--- config.mk ---
export PLATFORM = sky130hd
export DESIGN_NAME = toggle_cover_collector
export DESIGN_NICKNAME = d
export VERILOG_FILES = /design/src/rtl/toggle_cover_collector.sv
export SDC_FILE = /design/constraint.sdc
export NUM_CORES = 1
export LEC_CHECK = 0
export BUFFER_PORTS_ARGS = -buffer_cell sky130_fd_sc_hd__buf_4
export CORE_MARGIN = 5
export CORE_UTILIZATION = 45
export CTS_CLUSTER_DIAMETER = 30
export DETAILED_ROUTE_END_ITERATION = 7
export PLACE_DENSITY = 0.73
export SKIP_LAST_GASP = 1
export SLEW_MARGIN = 30
export SYNTH_ARGS = -nofsm -noshare
export SYNTH_HDL_FRONTEND = slang
export SYNTH_SLANG_ARGS = --single-unit
--- constraint.sdc ---
create_clock -name gbl_clk -period 5.75 [get_ports gbl_clk]
set_input_delay 1.15 -clock gbl_clk [delete_from_list [all_inputs] [get_ports gbl_clk]]
set_output_delay 1.15 -clock gbl_clk [all_outputs]
set_load 0.005 [all_outputs]
--- src/rtl/toggle_cover_collector.sv ---
// toggle_cover_collector
//   Toggle-coverage collector. Watches a WIDTH-bit signal vector, records
//   each cover point the first time it toggles, and streams the global
//   index of every newly covered point through a valid/ready output stage.
//
//   Build option: define TOGGLE_COVER_DIR_EN to split every bit into a rise
//   point (2*i) and a fall point (2*i+1). Without it, any edge of bit i hits
//   point i, and no rise/fall logic is built.
//
// Ports
//   gbl_clk        clock, rising edge
//   reset          synchronous reset, active low
//   en             toggle-detection enable
//   sig[WIDTH]     monitored vector
//   out_valid      a newly covered point is presented
//   out_ready      consumer accepts the presented point
//   out_index[64]  COVER_INDEX + local point number
//   covered_count  distinct points hit since reset
//   all_covered    covered_count == NPTS
module toggle_cover_collector #(
  parameter int          WIDTH       = 11,
  parameter logic [63:0] COVER_INDEX = 64'd0,
  parameter int          COVER_TOTAL = 38253,
`ifdef TOGGLE_COVER_DIR_EN
  localparam int NPTS = 2 * WIDTH,
`else
  localparam int NPTS = WIDTH,
`endif
  localparam int CW = $clog2(NPTS + 1)
) (
  input  logic             gbl_clk,
  input  logic             reset,
  input  logic             en,
  input  logic [WIDTH-1:0] sig,
  output logic             out_valid,
  input  logic             out_ready,
  output logic [63:0]      out_index,
  output logic [CW-1:0]    covered_count,
  output logic             all_covered
);

  localparam int IW = (NPTS > 1) ? $clog2(NPTS) : 1;

  logic [WIDTH-1:0] prev_q;
  logic             primed;
  logic [NPTS-1:0]  detected, newly, hit_q, pending_q, take;
  logic [CW-1:0]    new_cnt;
  logic [IW-1:0]    pick_idx;
  logic             pick_found;
  logic             load;
  logic             arm;

  // COVER_TOTAL is informational only; this empty guard just keeps it
  // referenced so the parameter stays visible on every instance.
  if (COVER_TOTAL < 0) begin : g_total_info
  end

  assign arm = primed & en;

  // Per-bit edge detection into cover points.
  for (genvar i = 0; i < WIDTH; i++) begin : g_bit
`ifdef TOGGLE_COVER_DIR_EN
    assign detected[2*i]   = arm &  sig[i] & ~prev_q[i];
    assign detected[2*i+1] = arm & ~sig[i] &  prev_q[i];
`else
    assign detected[i]     = arm & (sig[i] ^ prev_q[i]);
`endif
  end

  // Already-hit points are ignored for the rest of the reset epoch.
  assign newly = detected & ~hit_q;

  always_comb begin
    new_cnt = '0;
    for (int i = 0; i < NPTS; i++)
      new_cnt = new_cnt + CW'(newly[i]);
  end

  // Lowest-numbered pending point; scanning downward leaves the lowest.
  always_comb begin
    pick_found = 1'b0;
    pick_idx   = '0;
    for (int i = NPTS - 1; i >= 0; i--) begin
      if (pending_q[i]) begin
        pick_found = 1'b1;
        pick_idx   = IW'(i);
      end
    end
  end

  // The output register is free when empty or being accepted this cycle.
  assign load = ~out_valid | out_ready;
  assign take = (load && pick_found) ? (NPTS'(1) << pick_idx) : '0;

  always_ff @(posedge gbl_clk) begin
    if (!reset) begin
      prev_q        <= '0;
      primed        <= 1'b0;
      hit_q         <= '0;
      pending_q     <= '0;
      covered_count <= '0;
      out_valid     <= 1'b0;
      out_index     <= '0;
    end else begin
      prev_q        <= sig;
      primed        <= 1'b1;
      hit_q         <= hit_q | newly;
      // A newly hit point can never be the one being taken (it was not yet
      // hit, so it cannot be pending), so clear-then-set loses nothing.
      pending_q     <= (pending_q & ~take) | newly;
      covered_count <= covered_count + new_cnt;
      if (load) begin
        out_valid <= pick_found;
        if (pick_found)
          out_index <= COVER_INDEX + 64'(pick_idx);
      end
    end
  end

  assign all_covered = (covered_count == CW'(NPTS));

endmodule

Word-level counts from Yosys, hierarchy flattened
Index checks and enable logic that the tools add are counted.
{"block": "op_classes", "addsub": 11, "n_eq_ne": 1, "n_shift": 1, "muxes": 24, "bitwise": 31, "n_reduce_logical": 2}
{"operator": "$mux W4", "count": 11}
{"operator": "$add A4 B1 Y4", "count": 7}
{"operator": "$and A11 B11 Y11", "count": 2}
{"operator": "$not A11 Y11", "count": 2}
{"operator": "$or A11 B11 Y11", "count": 2}
{"operator": "$and A1 B1 Y1", "count": 12}
{"operator": "$mux W1", "count": 12}
{"operator": "$mux W11", "count": 1}
{"operator": "$shl A1 B4 Y11 const A", "count": 1}
{"operator": "$xor A1 B1 Y1", "count": 11}
{"operator": "$add A3 B1 Y4", "count": 1}
{"operator": "$add A4 B4 Y4", "count": 1}
{"operator": "$eq A4 B4 Y1 const B", "count": 1}
{"operator": "$add A2 B1 Y3", "count": 1}
{"operator": "$add A1 B1 Y2", "count": 1}
{"operator": "$reduce_and A2 Y1", "count": 1}
{"operator": "$logic_and A1 B1 Y1", "count": 1}
{"operator": "$not A1 Y1", "count": 1}
{"operator": "$or A1 B1 Y1", "count": 1}
{"block": "totals", "regBits": 43, "input_bits": 15, "elab_cells": 77}

Longest topological paths before layout
Gate-level depths: netlist of run 1.
{"block": "logic_depth", "word_depth": 16, "depth_mapped": 14}

Worst setup path before layout of run 1
OpenSTA, ideal clock, no wires.
{"block": "synth_timing", "kind": "input to register", "startpoint": "input port en", "endpoint": "register covered_count[2]", "setup_ns": 0.115, "arrival_time_ns": 4.715, "t_required_ns": 5.635, "path_slack_ns": 0.920, "cell_stages": 13, "n_path_buf": 1, "cell_sequence": "nand2_1 -> clkbuf_1 -> or3_1 -> fa_1 -> fa_1 -> fa_1 -> inv_1 -> fa_1 -> ha_1 -> inv_1 -> fa_1 -> xnor2_1 -> and2_1"}
{"block": "synth_via", "elab_chain_len": 14}
{"item": "start, declared", "line_no": "33", "text": "input logic en,"}
{"item": "$and A1 B1 Y1 *", "line_no": "58", "text": "assign arm = primed & en;"}
{"item": "$and A1 B1 Y1", "line_no": "66", "text": "assign detected[i] = arm & (sig[i] ^ prev_q[i]);"}
{"item": "$and A11 B11 Y11 *", "line_no": "71", "text": "assign newly = detected & ~hit_q;"}
{"item": "$add A1 B1 Y2", "line_no": "76", "text": "new_cnt = new_cnt + CW'(newly[i]);"}
{"item": "$add A2 B1 Y3", "line_no": "76"}
{"item": "$add A3 B1 Y4", "line_no": "76"}
{"item": "$add A4 B1 Y4 (6 in series)", "line_no": "76"}
{"item": "$add A4 B1 Y4 *", "line_no": "76"}
{"item": "$add A4 B4 Y4 *", "line_no": "111", "text": "covered_count <= covered_count + new_cnt;"}
{"item": "end signal, assigned", "line_no": "111"}
{"item": "end, declared", "line_no": "38", "text": "output logic [CW-1:0] covered_count,"}
Mark *: on every way between the ends. The rest lies on a longest branch, timed or not.
A chain may end at the register's enable or synchronous reset.

Final worst setup path of run 1
Same ends and word-level chain as after synthesis.

==> results of run 1 <==
## flip-flops by register name, indices dropped and copies added (netlist names)
register       cells
out_valid          1
hit_q             11
out_index          4
covered_count      4
prev_q            11
primed             1
pending_q         11
## worst max-delay path, stage by stage
cell     delay (ns)
buf_4          0.07
nand2_1        0.20
or3_1          0.47
fa_1           0.59
fa_1           0.44
fa_1           0.54
inv_1          0.05
fa_1           0.53
ha_1           0.17
inv_1          0.06
fa_1           0.37
xnor2_1        0.13
and2_1         0.15
## layout by cell type (no fill, tap or decap), drive strengths merged, types with 3 or more instances in the layout
cell,n
o21ai,5
a21oi,6
o21a,16
ha,7
nor2b,7
nand2,3
and2,15
dfxtp,43
a21boi,6
or3,6
nor2,19
buf,25
nand2b,3
clkbuf,5
inv,11
nor3,6
xnor2,15
conb,60
fa,7
## routing by layer
metal	GRT usage	vias to the layer above
met1	0.136	699
met5	0	-
met4	0.0307	0
li1	-	780
met2	0.171	61
met3	0.0395	6
## layout make-up
| class | count | area [um^2] |
|---|---|---|
| repair buffers | 25 | 188 |
| clock inverters | 3 | 20.0 |
| clock buffers | 5 | 68.8 |
| fillers | 525 | 2840 |
| multi-input cells | 200 | 1300 |
| well taps | 72 | 90.1 |
| inverters | 11 | 41.3 |
| flip-flops and latches | 43 | 861 |
## power by group
part	total (uW)	internal, uW	switching (uW)
clock network	187	84.4	103
logic	220	109	111
registers	348	327	21.2
## stage by stage
step | cell area (um^2) | total power, uW | instances
final | 2570 | 755 | 359
after global routing | 2570 | 825 | 359
after CTS | 2570 | 767 | 359
after detailed placement | 2480 | 578 | 351
after global placement | 2480 | 571 | 351
after floorplan | 2680 | 542 | 321
## worst min-delay path by stage
stage / startpoint / to / slack, ns / cells past startpoint
6_report: hit_q[5] / hit_q[5] / 0.46 / 1
5_1_grt: hit_q[5] / hit_q[5] / 0.49 / 1
4_1_cts: hit_q[4] / hit_q[4] / 0.47 / 1
3_5_place_dp: hit_q[4] / hit_q[4] / 0.45 / 1
3_3_place_gp: hit_q[7] / hit_q[7] / 0.44 / 1
2_1_floorplan: hit_q[4] / hit_q[4] / 0.43 / 1
## logic make-up (layout without fill, tap and decap cells)
family	after synthesis	in the layout	synth area share
buf+inv	78	44	0.211
flops	43	43	0.350
xor+xnor	15	15	0.0534
other cells	1	60	0.00153
fa+ha+maj	14	14	0.0926
simple gates	67	67	0.155
mux	2	2	0.00814
compound gates	42	42	0.128
==> results_dict.tcl, run 1 <==
set metrics [dict create \
    start_kind "input port" \
    antenna_found_initial 0 \
    wl_met3_um 360 \
    cts_tree "built" \
    routed_wirelength_um 3770 \
    coreArea_um2 5410 \
    yosys_warnings 0 \
    synth-edff-count 0 \
    netlist_instances 262 \
    cts_resized 0 \
    wl_per_cell_um 10.5 \
    io_pins 85 \
    ant_nets 0 \
    ir_drop_mv 0.123 \
    syn_avg_cell_area_um2 9.38 \
    finalMaxSlewViolations 0 \
    finalCritPeriodShare 0.823 \
    rows 27 \
    htreeDepth 2 \
    hold_slack_ns 0.465 \
    top_layer_used "met4" \
    ys_async_sr_fraction 0 \
    vias_per_cell 4.31 \
    num_antenna_cells 0 \
    ys_top_cells_by_count "buf_4, dfxtp_1, nor2_1, o21a_1" \
    synth.most_common_cell "buf_4" \
    grt_use_total 0.108 \
    crit_end "covered_count[2]" \
    insertion_delay_ns 0.29 \
    r2r-end "covered_count[2]" \
    yosysUniqueCellTypes 37 \
    drcViolationCount 0 \
    first_global_vias 1333 \
    numCtsBuffers 5 \
    crit_fanout 14 \
    clock_sinks 43 \
    ys_seq_elements 43 \
    r2r_setup_slack_ns 1.63 \
    finalHoldViolCount 0 \
    worstPathArrival_ns 4.92 \
    ys.flop_type "dfxtp_1" \
    die_area_um2 7040 \
    syn_to_final_growth_pct 4.53 \
    crit_required_ns 5.94 \
    first_pass_iters 4 \
    cts_buffer_depth 2 \
    p_leak_uw 0.00116 \
    r2r_cells 12 \
    synth_top_area_cell "dfxtp_1" \
    gp_congestion 0.787 \
    port_buffers 24 \
    cts_hold_buf 0 \
    nNetsFinal 315 \
    hold_path.class "register to register" \
    grt_start_max_net_pins 44 \
    clk_root_buffer_cell "clkbuf_8" \
    max_freq_mhz 211 \
    p_per_area_nw_per_um2 294 \
    overflow 0 \
    synth.area.top_cells "dfxtp_1, buf_4, fa_1" \
    start_util 0.455 \
    drv_cap 0 \
    die-width_um 83.9 \
    postCtsSetupRepairBufs 0 \
    route.met2.wl_um 1730 \
    dp_hpwl_um 3060 \
    skew_ns 0.00430 \
    status "finished, final reports clean" \
    tightest_slew_ns 0.627 \
    fin_util 0.475 \
    initialDrtViolationCount 67 \
    setup_viol 0 \
    rsz0062_at_grt "no" \
    reg2reg_from "primed" \
    setup_slack_ns 1.02 \
    period_needed_ns 4.73 \
    num_vias 1546 \
    setup.worst_path.class "input port to register" \
    grt_pass1_wl_um 6130 \
    synth_top_area_share 0.350 \
    cp-startpoint "en" \
    drive_gt1_frac 0.146 \
    crit_path_end_kind "register" \
    die_h_um 83.9 \
    dp_slack_ns 0.701 \
    final.setup.tns_ns 0 \
    path_clk_slew_ns 0.08 \
    ys_seq_area_frac 0.350 \
    wl_met1_um 1640 \
    syn-cell-area_um2 2460 \
    slew_headroom 0.581 \
]
Power figures use the tool's default switching activity.
==> run 2: changes to the inputs <==
- ABC_AREA: not set -> 1
- PLACE_DENSITY: 0.73 -> 0.75
- clock period: 5.75 -> 4.05 ns (I/O delays scaled with it)
==> run 2 against run 1 <==
  * Die area is 3.1% higher
  * Non-clock buffer count is 13 higher
  * Synthesized cell count is 23% higher
  * Clock power is 43% higher
  * Total power is 49% higher
  * Global-route usage is 1.2 points higher
  * Combinational power is 62% higher
  * Sequential share of layout area is 3.4 points lower
  * Highest routed layer unchanged
==> results_dict.tcl, run 2 <==
set metrics [dict create \
    crit_buf_inv 3 \
    synth_top_area_cell "dfxtp_1" \
    routed_wirelength_um 4460 \
    tightest_slew_ns 0.688 \
    status "finished, final reports clean" \
    p_leak_uw 0.00144 \
    max_stage_delay_ns 0.51 \
    finalHoldViolCount 0 \
    overflow 0 \
    path_clk_slew_ns 0.08 \
    first_global_vias 1624 \
    ys_async_sr_fraction 0 \
    wl_met3_um 329 \
    crit_fanout 6 \
    finalCritPeriodShare 0.971 \
    multi_input_area_um2 1330 \
    min_to "out_index[3]" \
    worstHoldStart "out_index[3]" \
    dp_slack_ns -0.291 \
    hold_path.class "register to register" \
    crit_required_ns 4.23 \
    synth-edff-count 0 \
    ys.flop_type "dfxtp_1" \
    num_antenna_cells 0 \
    drcViolationCount 0 \
    die_area_um2 7260 \
    final.setup.tns_ns 0 \
    final_common_cell "conb_1" \
    die-width_um 85.2 \
    dp_hpwl_um 3380 \
    num_vias 1849 \
    cts_buffer_depth 2 \
    reg2reg_from "primed" \
    port_buffers 24 \
    rows 27 \
    period_needed_ns 3.93 \
    crit_path_end_kind "register" \
    numCtsBuffers 5 \
    clk_root_buffer_cell "clkbuf_8" \
    synth.area.top_cells "dfxtp_1, buf_4, inv_1" \
    drv_cap 0 \
    ant_nets 0 \
    syn-cell-area_um2 2550 \
    fin_util 0.520 \
    start_util 0.462 \
    fill_cells 526 \
    critPathSlowestCell "fa_1" \
    ir_drop_mv 0.237 \
    first_pass_iters 4 \
    ys_top_cells_by_count "buf_4, inv_1, nand2_1, dfxtp_1, nor2_1" \
    r2r-end "covered_count[1]" \
    start_kind "input port" \
    synth.most_common_cell "buf_4" \
    drive_gt1_frac 0.223 \
    cts_hold_buf 0 \
    insertion_delay_ns 0.30 \
    coreArea_um2 5510 \
    yosysUniqueCellTypes 34 \
    die_h_um 85.2 \
    netlist_instances 323 \
    slew_headroom 0.537 \
    r2r_setup_slack_ns 0.26 \
    ys_seq_area_frac 0.338 \
    cts_tree "built" \
    clock_sinks 43 \
    ys_seq_elements 43 \
    yosys_warnings 0 \
    finalMaxSlewViolations 0 \
    route.met2.wl_um 2120 \
    critical-path-top-delay-family "adder cells" \
    syn_avg_cell_area_um2 7.88 \
    vias_per_cell 4.25 \
    cp_cell_sequence "buf_6 -> nand2_8 -> nor3b_4 -> nand2_2 -> fa_1 -> fa_1 -> fa_1 -> inv_1 -> fa_1 -> ha_2 -> inv_2 -> fa_2 -> nor2_1" \
    wl_met1_um 1930 \
    top_layer_used "met4" \
    seq_area_um2 861 \
    r2r_cells 12 \
    gp_congestion 0.816 \
    wl_per_cell_um 10.2 \
    worstHoldPathCells 2 \
    synth_top_area_share 0.338 \
    antenna_found_initial 0 \
    setup_slack_ns 0.117 \
    p_total_uw 1120 \
    max_freq_mhz 254 \
    final_cell_mix "conb_1, inv_1, dfxtp_1" \
    nNetsFinal 391 \
    initialDrtViolationCount 90 \
    syn_to_final_growth_pct 12.4 \
    grt_pass1_wl_um 7000 \
    cpMostUsedCell "fa_1" \
    setup.worst_path.class "input port to register" \
    p_per_area_nw_per_um2 392 \
    grt_start_max_net_pins 29 \
    worstPathArrival_ns 4.12 \
    htreeDepth 2 \
    setup_viol 0 \
    grt_use_total 0.119 \
    skew_ns 0.00742 \
    largest_registers "hit_q: 11 flops, pending_q: 11 flops, prev_q: 11 flops" \
    io_pins 85 \
]
-- run 2: changes by cell type in the layout (fill, tap and decap cells not counted), moves of 10 or more --
cell     before  now
xnor2_1      15    1
nand2_1       3   41
buf_4        25   35
inv_1        11   46
and2_1       15    0
a21oi_1       5   17
-- run 2: metrics by stage --
step,area (um^2),cells,hold WS [ns]
after CTS,2740,428,0.473
after detailed placement,2660,420,0.453
after floorplan,2810,382,0.440
after global routing,2860,435,0.491
after global placement,2660,420,0.446
final,2860,435,0.465
-- run 2: what timing repair did --
action                     4_1_cts  5_1_grt
gates resized for setup          0       19
setup endpoints to repair        0        3
setup buffers                    0        7
-- run 2: worst max-delay path by stage --
| stage | endpoint | from | slack (ns) | cells past startpoint |
|---|---|---|---|---|
| 6_report | covered_count[1] | en | 0.12 | 13 |
| 5_1_grt | covered_count[1] | sig[2] | -0.01 | 15 |
| 4_1_cts | covered_count[1] | en | 0.03 | 15 |
| 3_5_place_dp | covered_count[1] | en | -0.29 | 15 |
| 3_3_place_gp | covered_count[1] | en | -0.21 | 15 |
| 2_1_floorplan | covered_count[1] | en | -0.08 | 13 |
-- run 2: kinds of logic (layout without fill, tap and decap cells) --
logic type      count (synthesis)  after routing  synth area share
buf+inv                       119            100             0.265
simple gates                  106            106             0.207
flops                          43             43             0.338
compound gates                 37             37            0.0885
fa+ha+maj                      14             14            0.0894
xor+xnor                        3              3            0.0103
other cells                     1             60           0.00147
-- run 2: final cells by class --
cell class | instances | share of cell area
inverters | 54 | 0.0708
well taps | 72 | 0.0315
repair buffers | 38 | 0.101
clock buffers | 6 | 0.0254
flip-flops and latches | 43 | 0.301
clock inverters | 2 | 0.00437
multi-input cells | 220 | 0.466
-- run 2: worst reg2reg max path, cell delays in order, from the launching register on --
cell,delay (ns)
dfxtp_1,0.42
nand2_8,0.11
nor3b_4,0.23
nand2_2,0.09
fa_1,0.51
fa_1,0.50
fa_1,0.49
inv_1,0.05
fa_1,0.49
ha_2,0.19
inv_2,0.04
fa_2,0.51
nor2_1,0.04
-- run 2: metal layers --
layer	up-vias	track usage
met5	-	0
met4	0	0.0518
met3	8	0.0340
met2	57	0.192
met1	822	0.148
li1	962	-
-- run 2: where the power goes --
group / switching (uW) / internal (uW)
clock network: 148 / 120
logic: 199 / 157
registers: 30.9 / 467
==> run 3: changes to the inputs <==
- clock period: 4.05 -> 3.3 ns (I/O delays scaled with it)
==> run 3 against run 2 <==
  * The run now ends with negative setup slack left
  * Final area grew 6.1%
  * Via count is 7.5% higher
  * Setup slack worse by 0.55 ns
  * Critical endpoint unchanged
==> results_dict.tcl, run 3 (same netlist as run 2, synthesis figures left out) <==
set metrics [dict create \
    status "finished with violations" \
    violations "negative setup slack" \
    p_per_area_nw_per_um2 477 \
    grt_start_max_net_pins 29 \
    insertion_delay_ns 0.30 \
    syn_to_final_growth_pct 19.3 \
    io_pins 85 \
    finalMaxSlewViolations 0 \
    vias_per_cell 4.38 \
    cts_tree "built" \
    drv_cap 0 \
    worstHoldStart "hit_q[9]" \
    clock_sinks 43 \
    critPathSlowestCell "fa_1" \
    num_antenna_cells 0 \
    dp_hpwl_um 3600 \
    fill_cells 501 \
    antenna_found_initial 0 \
    die_h_um 85.2 \
    crit_fanout 8 \
    drive_gt1_frac 0.262 \
    reg2reg_from "primed" \
    cpMostUsedCell "fa_1" \
    numCtsBuffers 5 \
    final_common_cell "conb_1" \
    coreArea_um2 5510 \
    ant_nets 0 \
    cts_buffer_depth 2 \
    multi_input_area_um2 1340 \
    die_area_um2 7260 \
    die-width_um 85.2 \
    slew_headroom 0.643 \
    ir_drop_mv 0.214 \
    period_needed_ns 3.74 \
    route.met2.wl_um 2610 \
    tightest_slew_ns 0.535 \
    dpl_cell_area_um2 2710 \
    initialDrtViolationCount 120 \
    cp_cell_sequence "buf_8 -> nand2_8 -> nor3b_4 -> nand2_2 -> fa_1 -> fa_1 -> fa_1 -> inv_1 -> fa_1 -> ha_4 -> inv_2 -> fa_2 -> nor2_1" \
    critical-path-top-delay-family "adder cells" \
    p_leak_uw 0.00155 \
    finalHoldViolCount 0 \
    clk_root_buffer_cell "clkbuf_8" \
    max_stage_delay_ns 0.57 \
    first_global_vias 1773 \
    crit_buf_inv 3 \
    htreeDepth 2 \
    skew_ns 0.00800 \
    rsz0062_at_grt "yes" \
    finalInstanceArea_um2 3040 \
    finalCritPeriodShare 1.13 \
    nNetsFinal 410 \
    start_util 0.462 \
    top_layer_used "met4" \
    grt_pass1_wl_um 7870 \
    placedCellCount 425 \
    port_buffers 24 \
    first_pass_iters 4 \
    cts_hold_buf 0 \
    wl_met1_um 1890 \
    crit_path_end_kind "register" \
    wl_per_cell_um 11.1 \
    grt_use_total 0.135 \
    path_clk_slew_ns 0.08 \
    start_kind "input port" \
    rows 27 \
    gp_congestion 0.808 \
    cp-startpoint "en" \
    setup.worst_path.class "input port to register" \
    final_cell_mix "conb_1, buf_4, inv_1" \
    worstPathArrival_ns 3.91 \
    hold_path.class "register to register" \
    hold_slack_ns 0.470 \
    drcViolationCount 0 \
    wl_met3_um 433 \
    max_freq_mhz 268 \
    routed_wirelength_um 5020 \
    final_cells 454 \
    crit_required_ns 3.48 \
    largest_registers "hit_q: 11 flops, pending_q: 11 flops, prev_q: 11 flops" \
    seq_area_um2 862 \
    num_vias 1987 \
    setup_viol 3 \
    setup_slack_ns -0.435 \
    overflow 0 \
]
==> run 3: final cells by class <==
| cell class | instances | area share |
|---|---|---|
| multi-input combinational | 220 | 0.440 |
| clock buffer | 8 | 0.0330 |
| tap | 72 | 0.0297 |
| timing repair buffer | 57 | 0.147 |
| inverter | 54 | 0.0667 |
| sequential | 43 | 0.284 |
==> run 3: worst paths after layout <==
check                                         to  slack [ns]  depth (start not counted)
worst max-delay path            covered_count[1]       -0.44                         13
worst max register to register  covered_count[1]       -0.38                         12
worst min register to register          hit_q[9]        0.47                          1
worst min-delay path                    hit_q[9]        0.47                          1
==> run 3: power by group <==
group	total, uW	switching (uW)	internal [uW]
combinational	473	260	214
clock	362	171	191
sequential	612	39.7	573
==> run 3: what timing repair did <==
action	CTS	global route
endpoints found under the setup margin	4	5
pin swaps	5	4
setup buffers	24	3
resized for setup	11	8
==> run 3: metrics by stage <==
step	util	power, uW	setup slack [ns]	setup TNS [ns]
global placement	0.491	1040	-0.780	-2.58
global route	0.551	1570	-0.597	-1.88
CTS	0.551	1450	-0.423	-1.56
finish	0.551	1450	-0.435	-1.25
detailed placement	0.491	1060	-0.852	-2.85
floorplan	-	976	-0.672	-2.08
==> run 3: routing by layer <==
metal	vias up	global-route usage
met5	-	0
met4	0	0.0633
met3	12	0.0379
met2	79	0.228
met1	903	0.157
li1	993	-
==> run 3: worst reg2reg max path, stage by stage (launching register included) <==
cell and delay [ns]:
dfxtp_2 0.37, nand2_8 0.10, nor3b_4 0.23, nand2_2 0.10
fa_1 0.57, fa_1 0.43, fa_1 0.49, inv_1 0.05
fa_1 0.51, ha_4 0.14, inv_2 0.04, fa_2 0.51
nor2_1 0.04
